### config.mk
export PLATFORM = sky130hd
export DESIGN_NAME = agc_level_ctrl
export DESIGN_NICKNAME = d
export VERILOG_FILES = /design/src/rtl/agc_level_ctrl.sv
export SDC_FILE = /design/constraint.sdc
export NUM_CORES = 1
export LEC_CHECK = 0
export ABC_CLOCK_PERIOD_IN_PS = 2100
export BUFFER_PORTS_ARGS = -buffer_cell sky130_fd_sc_hd__buf_2
export CORE_ASPECT_RATIO = 0.8
export CORE_MARGIN = 2
export CORE_UTILIZATION = 59
export DETAILED_ROUTE_END_ITERATION = 16
export PLACE_DENSITY = 0.83
export SLEW_MARGIN = 5
export SYNTH_ARGS = -nofsm -noshare
export SYNTH_HDL_FRONTEND = slang
export SYNTH_SLANG_ARGS = --single-unit
export TNS_END_PERCENT = 30
### constraint.sdc
create_clock -name clk -period 2.1 [get_ports clk]
set_input_delay 0.105 -clock clk [delete_from_list [all_inputs] [get_ports clk]]
set_output_delay 0.105 -clock clk [all_outputs]
set_load 0.03 [all_outputs]
### src/rtl/agc_level_ctrl.sv
// rtl/agc_level_ctrl.sv - windowed clip/peak AGC loop stepping the VGA code up or down
// Optional feature macro: AGC_MANUAL_EN (manual VGA code override).
module agc_level_ctrl #(
  parameter int DW        = 8,
  parameter int GW        = 3,
  parameter int WIN_LEN   = 100,
  parameter int HI_THR    = 96,
  parameter int LO_THR    = 24,
  parameter int CLIP_CNT  = 8,
  parameter int HOLD_WIN  = 2,
  parameter int GAIN_INIT = 3
) (
  input  logic          clk,
  input  logic          rst_n,
  input  logic [DW-1:0] digital_in,
  input  logic          sample_valid,
  input  logic          agc_en,
`ifdef AGC_MANUAL_EN
  input  logic          manual_en,
  input  logic [GW-1:0] manual_code,
`endif
  output logic [GW-1:0] vga_control,
  output logic          step_dn,
  output logic          step_up,
  output logic          rail
);

  localparam int WCW = $clog2(WIN_LEN + 1);
  localparam int CCW = $clog2(CLIP_CNT + 1);
  localparam int HCW = (HOLD_WIN > 0) ? $clog2(HOLD_WIN + 1) : 1;

  localparam logic [WCW-1:0] WIN_LAST  = WCW'(WIN_LEN - 1);
  localparam logic [CCW-1:0] CLIP_T    = CCW'(CLIP_CNT);
  localparam logic [HCW-1:0] HOLD_LAST = HCW'((HOLD_WIN > 0) ? HOLD_WIN - 1 : 0);
  localparam logic [DW-2:0]  HI_T      = (DW-1)'(HI_THR);
  localparam logic [DW-2:0]  LO_T      = (DW-1)'(LO_THR);
  localparam logic [GW-1:0]  GMAX      = '1;

  typedef enum logic [1:0] {IDLE, MEASURE, DECIDE, HOLD} state_t;

  state_t         state, state_nxt;
  logic [WCW-1:0] win_cnt, win_nxt;
  logic [CCW-1:0] clip_cnt, clip_nxt;
  logic [DW-2:0]  peak, peak_nxt;
  logic [HCW-1:0] hold_cnt, hold_nxt;
  logic [GW-1:0]  code_nxt;
  logic           dn_nxt, up_nxt, rail_nxt;

  // Offset-binary magnitude: above midscale it is the low bits, below it their complement.
  logic [DW-2:0] mag;
  logic          is_clip;
  logic          want_dn, want_up;

  assign mag     = digital_in[DW-1] ? digital_in[DW-2:0] : ~digital_in[DW-2:0];
  assign is_clip = (mag >= HI_T);
  assign want_dn = (clip_cnt >= CLIP_T);
  assign want_up = !want_dn && (peak < LO_T);

  always_ff @(posedge clk or negedge rst_n) begin
    if (!rst_n) begin
      state       <= IDLE;
      win_cnt     <= '0;
      clip_cnt    <= '0;
      peak        <= '0;
      hold_cnt    <= '0;
      vga_control <= GW'(GAIN_INIT);
      step_dn     <= 1'b0;
      step_up     <= 1'b0;
      rail        <= 1'b0;
    end else begin
      state       <= state_nxt;
      win_cnt     <= win_nxt;
      clip_cnt    <= clip_nxt;
      peak        <= peak_nxt;
      hold_cnt    <= hold_nxt;
      vga_control <= code_nxt;
      step_dn     <= dn_nxt;
      step_up     <= up_nxt;
      rail        <= rail_nxt;
    end
  end

  always_comb begin
    state_nxt = state;
    win_nxt   = win_cnt;
    clip_nxt  = clip_cnt;
    peak_nxt  = peak;
    hold_nxt  = hold_cnt;
    code_nxt  = vga_control;
    dn_nxt    = 1'b0;
    up_nxt    = 1'b0;
    rail_nxt  = 1'b0;

`ifdef AGC_MANUAL_EN
    if (manual_en) begin
      state_nxt = IDLE;
      win_nxt   = '0;
      clip_nxt  = '0;
      peak_nxt  = '0;
      hold_nxt  = '0;
      code_nxt  = manual_code;
    end else
`endif
    if (!agc_en) begin
      state_nxt = IDLE;
      win_nxt   = '0;
      clip_nxt  = '0;
      peak_nxt  = '0;
      hold_nxt  = '0;
    end else begin
      case (state)
        IDLE: state_nxt = MEASURE;

        MEASURE: begin
          if (sample_valid) begin
            win_nxt = win_cnt + WCW'(1);
            if (is_clip && (clip_cnt != CLIP_T)) clip_nxt = clip_cnt + CCW'(1);
            if (mag > peak) peak_nxt = mag;
            if (win_cnt == WIN_LAST) state_nxt = DECIDE;
          end
        end

        DECIDE: begin
          // Sample input is ignored here; the window just closed is evaluated.
          win_nxt   = '0;
          clip_nxt  = '0;
          peak_nxt  = '0;
          hold_nxt  = '0;
          state_nxt = MEASURE;
          if (want_dn) begin
            if (vga_control == GMAX) begin
              rail_nxt = 1'b1;
            end else begin
              code_nxt  = vga_control + GW'(1);
              dn_nxt    = 1'b1;
              state_nxt = (HOLD_WIN > 0) ? HOLD : MEASURE;
            end
          end else if (want_up) begin
            if (vga_control == '0) begin
              rail_nxt = 1'b1;
            end else begin
              code_nxt  = vga_control - GW'(1);
              up_nxt    = 1'b1;
              state_nxt = (HOLD_WIN > 0) ? HOLD : MEASURE;
            end
          end
        end

        HOLD: begin
          // Settling time measured in whole windows of valid samples.
          if (sample_valid) begin
            if (win_cnt == WIN_LAST) begin
              win_nxt = '0;
              if (hold_cnt == HOLD_LAST) begin
                hold_nxt  = '0;
                state_nxt = MEASURE;
              end else begin
                hold_nxt = hold_cnt + HCW'(1);
              end
            end else begin
              win_nxt = win_cnt + WCW'(1);
            end
          end
        end

        default: state_nxt = IDLE;
      endcase
    end
  end

endmodule

# Word level (Yosys, flattened, before mapping)
# Index checks and enable logic that the tools add are counted.
# word_totals
reg_bits	28
word_cells	99
# op_classes
eq_ne	19
n_lt_le_gt_ge	4
n_mux	49
reduce_logical	12
bitwise	1
addsub	5
# ops
operator	n
two-way mux 7 bit	8
two-way mux 2 bit	14
inequality test 3 bit (second input constant)	7
case mux 7 bit (3 select lines)	1
two-way mux 1 bit	15
case mux 7 bit (2 select lines)	1
two-way mux 3 bit	4
two-way mux 4 bit	3
AND reduction 3 bit	4
AND reduction 5 bit	2
case mux 2 bit (4 select lines)	1
case mux 4 bit (2 select lines)	1
adder 7 x 1 -> 7 bit (second input constant)	1
== test 7 bit (second input constant)	1
greater-or-equal comparator 7 bit (second input constant)	1
> comparator 7 bit	1
< comparator 7 x 5 -> 1 bit (second input constant)	1
inverter 7 bit	1
inequality test 3 x 1 -> 1 bit (second input constant)	2
adder 4 x 1 -> 4 bit (second input constant)	1
== test 2 x 1 -> 1 bit (second input constant)	2
== test 2 bit (second input constant)	2
greater-or-equal comparator 4 bit (second input constant)	1
inequality test 2 bit (second input constant)	2
other kinds (12)	13

# Depth between registers and ports, before layout
# logic_depth
ltp_word	8
mapped_depth	9
ltp_nobuf	7

# Least setup slack after synthesis
# No wires, ideal clock.
# synth_timing
path_type	input port to flip-flop
startpoint	input digital_in[7]
endpoint	register peak[0]
setup_ps	79
path_buffers	2
t_required_ps	2021
stages	9
setup_slack_ps	348
t_arrival_ps	1673
cell_sequence	buf_4 -> xnor2_1 -> ha_1 -> and3_1 -> o21ai_0 -> a221oi_1 -> o31a_1 -> buf_4 -> mux2i_1
# synth_between
elab_chain_cells	5
# synth_lines
item	line	source
start, declared	15	input logic [DW-1:0] digital_in,
two-way mux 7 bit (*)	54	assign mag = digital_in[DW-1] ? digital_in[DW-2:0] : ~digital_in[DW-2:0];
parallel branches: the longest is 4 deep, another holds > comparator 7 bit	--	
end signal, assigned	74	peak <= peak_nxt;
end, declared	44	logic [DW-2:0] peak, peak_nxt;
# Every way passes the cells marked *. The select of a mux whose other input is x is not followed.
# A chain may end at the register's enable or synchronous reset.

# Worst setup path in the final report
# layout_timing
startpoint	register peak[4]
endpoint	register peak[0]
# layout_between
elab_chain_cells	3
# layout_lines
item	line	source
> comparator 7 bit	118	if (mag > peak) peak_nxt = mag;
inequality test 3 bit (no source line)	--	
AND reduction 3 bit (no source line)	--	
# Every way passes these cells.

==> summary.md <==
| Metric | Value |
|---|---|
| Outcome | finished, final reports clean |
| Routability cong. | roughly 0.83 |
| Syn Nets | 221 |
| Nets | 241 |
| Filler cells | 237 |
| Final setup fails | 0 |
| TritonCTS clock tree | yes |
| Mapped Area | 1860 um^2 |
| CP max-delay cell | dfrtp_1 |
| I/O Buffers | 17 |
| CP delay by family, top | compound AO/OA/AOI/OAI gates |
| Yosys top cell area share | approximately a third |
| Worst path arrival time | around 2.2 ns |
| DR DRC count | 0 |
| Sw Share | between 30% and 40% |
| Final worst path period need | just under 2 ns |
| Final instance area | approximately 2100 um^2 |
| Vias | 1,497 |
| Die width | between 60 and 70 um |
| #FFs+latches synth | 28 |
| Crit path launch | peak[4] |
| Global-route wire length before repair | 6.13 mm |
| Worst flop-to-flop path startpoint | peak[4] |
| Yosys cell types | roughly 50 |
| Core Util, Final | 68.4% |
| Crit end category | flip-flop |
| WS Path Type | reg -> reg |
| Initial antenna violation count | 0 |
| Final worst slack | 0.150 ns |
| Flop pwr share | 42.8% |
| Pwr per Cell Area | 750 nW/um^2 |
| Synth top area cells | dfrtp_1, ha_1, nand2_1 |
| Clock Path Buffers | 2 |
| Max VDD drop | 0.000833 V |
| Comb pwr share | 30.3% |
| Clk_skew | 0.00617 ns |
| Hold Vio Cnt, Final | 0 |
| Die Ht | 54.2 um |
| WP buf/inv | 2 |
| Reg area | between 700 and 800 um^2 |
| 1st-pass router iterations | 4 |
| Main synth FF type | dfrtp_1 |
| Die ar. | approximately 3600 um^2 |
| Net switching power | 0.499 mW |
| Routed vias/inst | 5.87 |
| Worst-path maximum fanout | 7 |
| Avg Cell Area, Syn | ~9.5 um^2 |
| Cell internal pwr | 1.06 mW |
| Final HPWL DP | approximately 2.8 mm |
| Worst skew pair latency | 0.27 ns |
| Clock Pin Slew Worst Setup and Hold Paths | 0.10 ns |
| CP max stage delay | about 0.4 ns |
| Largest net degree at the start of global routing | 29 |
| Worst slack at placement | ~0.087 ns |
| Num Clock Sinks | 28 |
| Yosys warnings | 0 |
| Final ANT Viol Nets | 0 |
| Cell taking the most area after synthesis | dfrtp_1 |
| Core area | 3040 um^2 |
| Fin Setup TNS | 0 ns |
| Worst Hold Class | in -> reg |
| Max-cap viol count | 0 |
| Routed length per placed instance | ~15 um |
| Critical-path cell list | inv_1 > ha_1 > and3_1 > o21ai_0 > a221oi_1 > o31a_1 > buf_12 > mux2i_1 |
| Placed Area | approximately 2000 um^2 |
| Required @ worst endpoint | 2.30 ns |
| PnR Total Power | between 1.5 and 2 mW |
| Post-synthesis sequential area ratio | 37.8% |
| DRT iter0 DRCs | 95 |
| Placed cells | 250 |
| Leak | 0.955 nW |
| Hold Slack | 0.107 ns |
| Startpoint types | flip-flop |
| Starting density of the core | between 60% and 70% |
| GRT Util Overall | roughly 23% |
| Post-synthesis instance total | ~200 |
| Vias in the first global route | approximately 1,300 |
| Cts bufs inserted | 3 |
| Multi-input logic area | ~1100 um^2 |
| Commonest cells in the netlist | nand2_1, dfrtp_1, inv_1, ha_1 |
| Worst Tran Pin Value | about 0.6 ns |
| H-Tree Depth | 1 |
| Final Cycle Share | 92.8% |
| Share of cells above drive strength 1 | between 10% and 20% |
| CTS resizes | 0 |
| Site Rows | 18 |
| Remaining global-route overflow | 0 |
| Hold Crit Start | agc_en |
| Antenna cells | 0 |
| IO Pins | 18 |
| CTS root buf | clkbuf_8 |
| EDFF count, synth | 0 |
| Count leader, synth | nand2_1 |
| RSZ-0062 raised after global routing | false |
| Max Clk Rate | 0.513 GHz |
| Async set-reset flop share out of synthesis | between 90% and 100% |
| Max Slew Vio Count | 0 |
| Final WL | between 3 and 4 mm |
| Synthesis-to-finish area growth | 11.9% |
| Max_slew headroom | about three fifths |
| Clock power frac | 27.0% |
| Finished Layout Cells | about 260 |
==> worst paths after layout <==
kind / to / slack [ns] / cells after the start
worst min-delay path: hold_cnt[1] / 0.11 / 3
worst max-delay path: peak[0] / 0.15 / 8
worst min register to register: win_cnt[6] / 0.51 / 1
min in group asynchronous: peak[2] / 0.36 / 2
max in group asynchronous: clip_cnt[0] / 1.33 / 2
worst max register to register: peak[0] / 0.15 / 8
==> sequential cells by signal, summed over array words and instances (netlist names) <==
| register | cells |
|---|---|
| clip_cnt | 4 |
| hold_cnt | 2 |
| peak | 7 |
| rail | 1 |
| state | 2 |
| step_dn | 1 |
| step_up | 1 |
| vga_control | 3 |
| win_cnt | 7 |
==> cell usage in the layout, fill, tap and decap left out, types with 2 or more instances in the layout <==
cell type | Yosys | layout
buf_2 | 1 | 17
inv_1 | 15 | 15
xor2_1 | 3 | 3
a31oi_1 | 3 | 3
a21oi_1 | 9 | 9
dfrtp_1 | 26 | 26
o31ai_1 | 3 | 3
o21ai_0 | 2 | 2
nand4_1 | 2 | 2
clkbuf_8 | 0 | 3
a211oi_1 | 2 | 2
o21ai_1 | 7 | 7
nand2_1 | 28 | 28
buf_4 | 2 | 2
xnor2_1 | 9 | 9
nor2b_1 | 5 | 5
mux2i_1 | 9 | 9
and3_1 | 5 | 5
ha_1 | 12 | 12
o22ai_1 | 3 | 3
nor2_1 | 8 | 8
nor3_1 | 4 | 4
nand3_1 | 6 | 6
dfstp_2 | 2 | 2
==> power by group through the flow <==
stage / Combinational [mW] / Sequential (mW) / Clock [mW]
floorplan: 0.330 / 0.679 / 0
global placement: 0.443 / 0.669 / 0
detailed placement: 0.466 / 0.676 / 0
CTS: 0.470 / 0.666 / 0.434
global route: 0.526 / 0.677 / 0.456
finish: 0.472 / 0.667 / 0.420
==> tightest hold or removal path: stages <==
cell	delay (ns)
buf_2	0.14
nand2_1	0.07
a21oi_1	0.04
==> cell type report <==
| class | instances | share of cell area (%) |
|---|---|---|
| multi-input cells | 147 | 51.4 |
| inverters | 15 | 2.71 |
| repair buffers | 21 | 6.26 |
| well taps | 40 | 2.41 |
| clock inverters | 1 | 1.44 |
| clock buffers | 3 | 1.99 |
| flip-flops and latches | 28 | 33.8 |
==> repair_timing <==
action,CTS,global route
hold buffers,1,0
buffers inserted,0,0
hold endpoints to repair,26,0
==> per-layer routing <==
| layer | wire, um | global-route usage [%] | vias up |
|---|---|---|---|
| met5 | 0 | 0 | - |
| met4 | 12 | 4.08 | 0 |
| met3 | 148 | 5.44 | 2 |
| met2 | 1820 | 37.2 | 33 |
| met1 | 1780 | 30.9 | 730 |
| li1 | - | - | 732 |
==> logic make-up after synthesis <==
kind of cell | synth area share [%]
flip-flops | 37.8
buffers and inverters | 4.71
AND/OR/NAND/NOR | 19.3
multiplexers | 6.26
XOR/XNOR | 5.66
AO/OA/AOI/OAI | 17.1
adder cells (fa/ha/maj) | 9.16
Note: power is estimated with default switching activity, not from simulation.
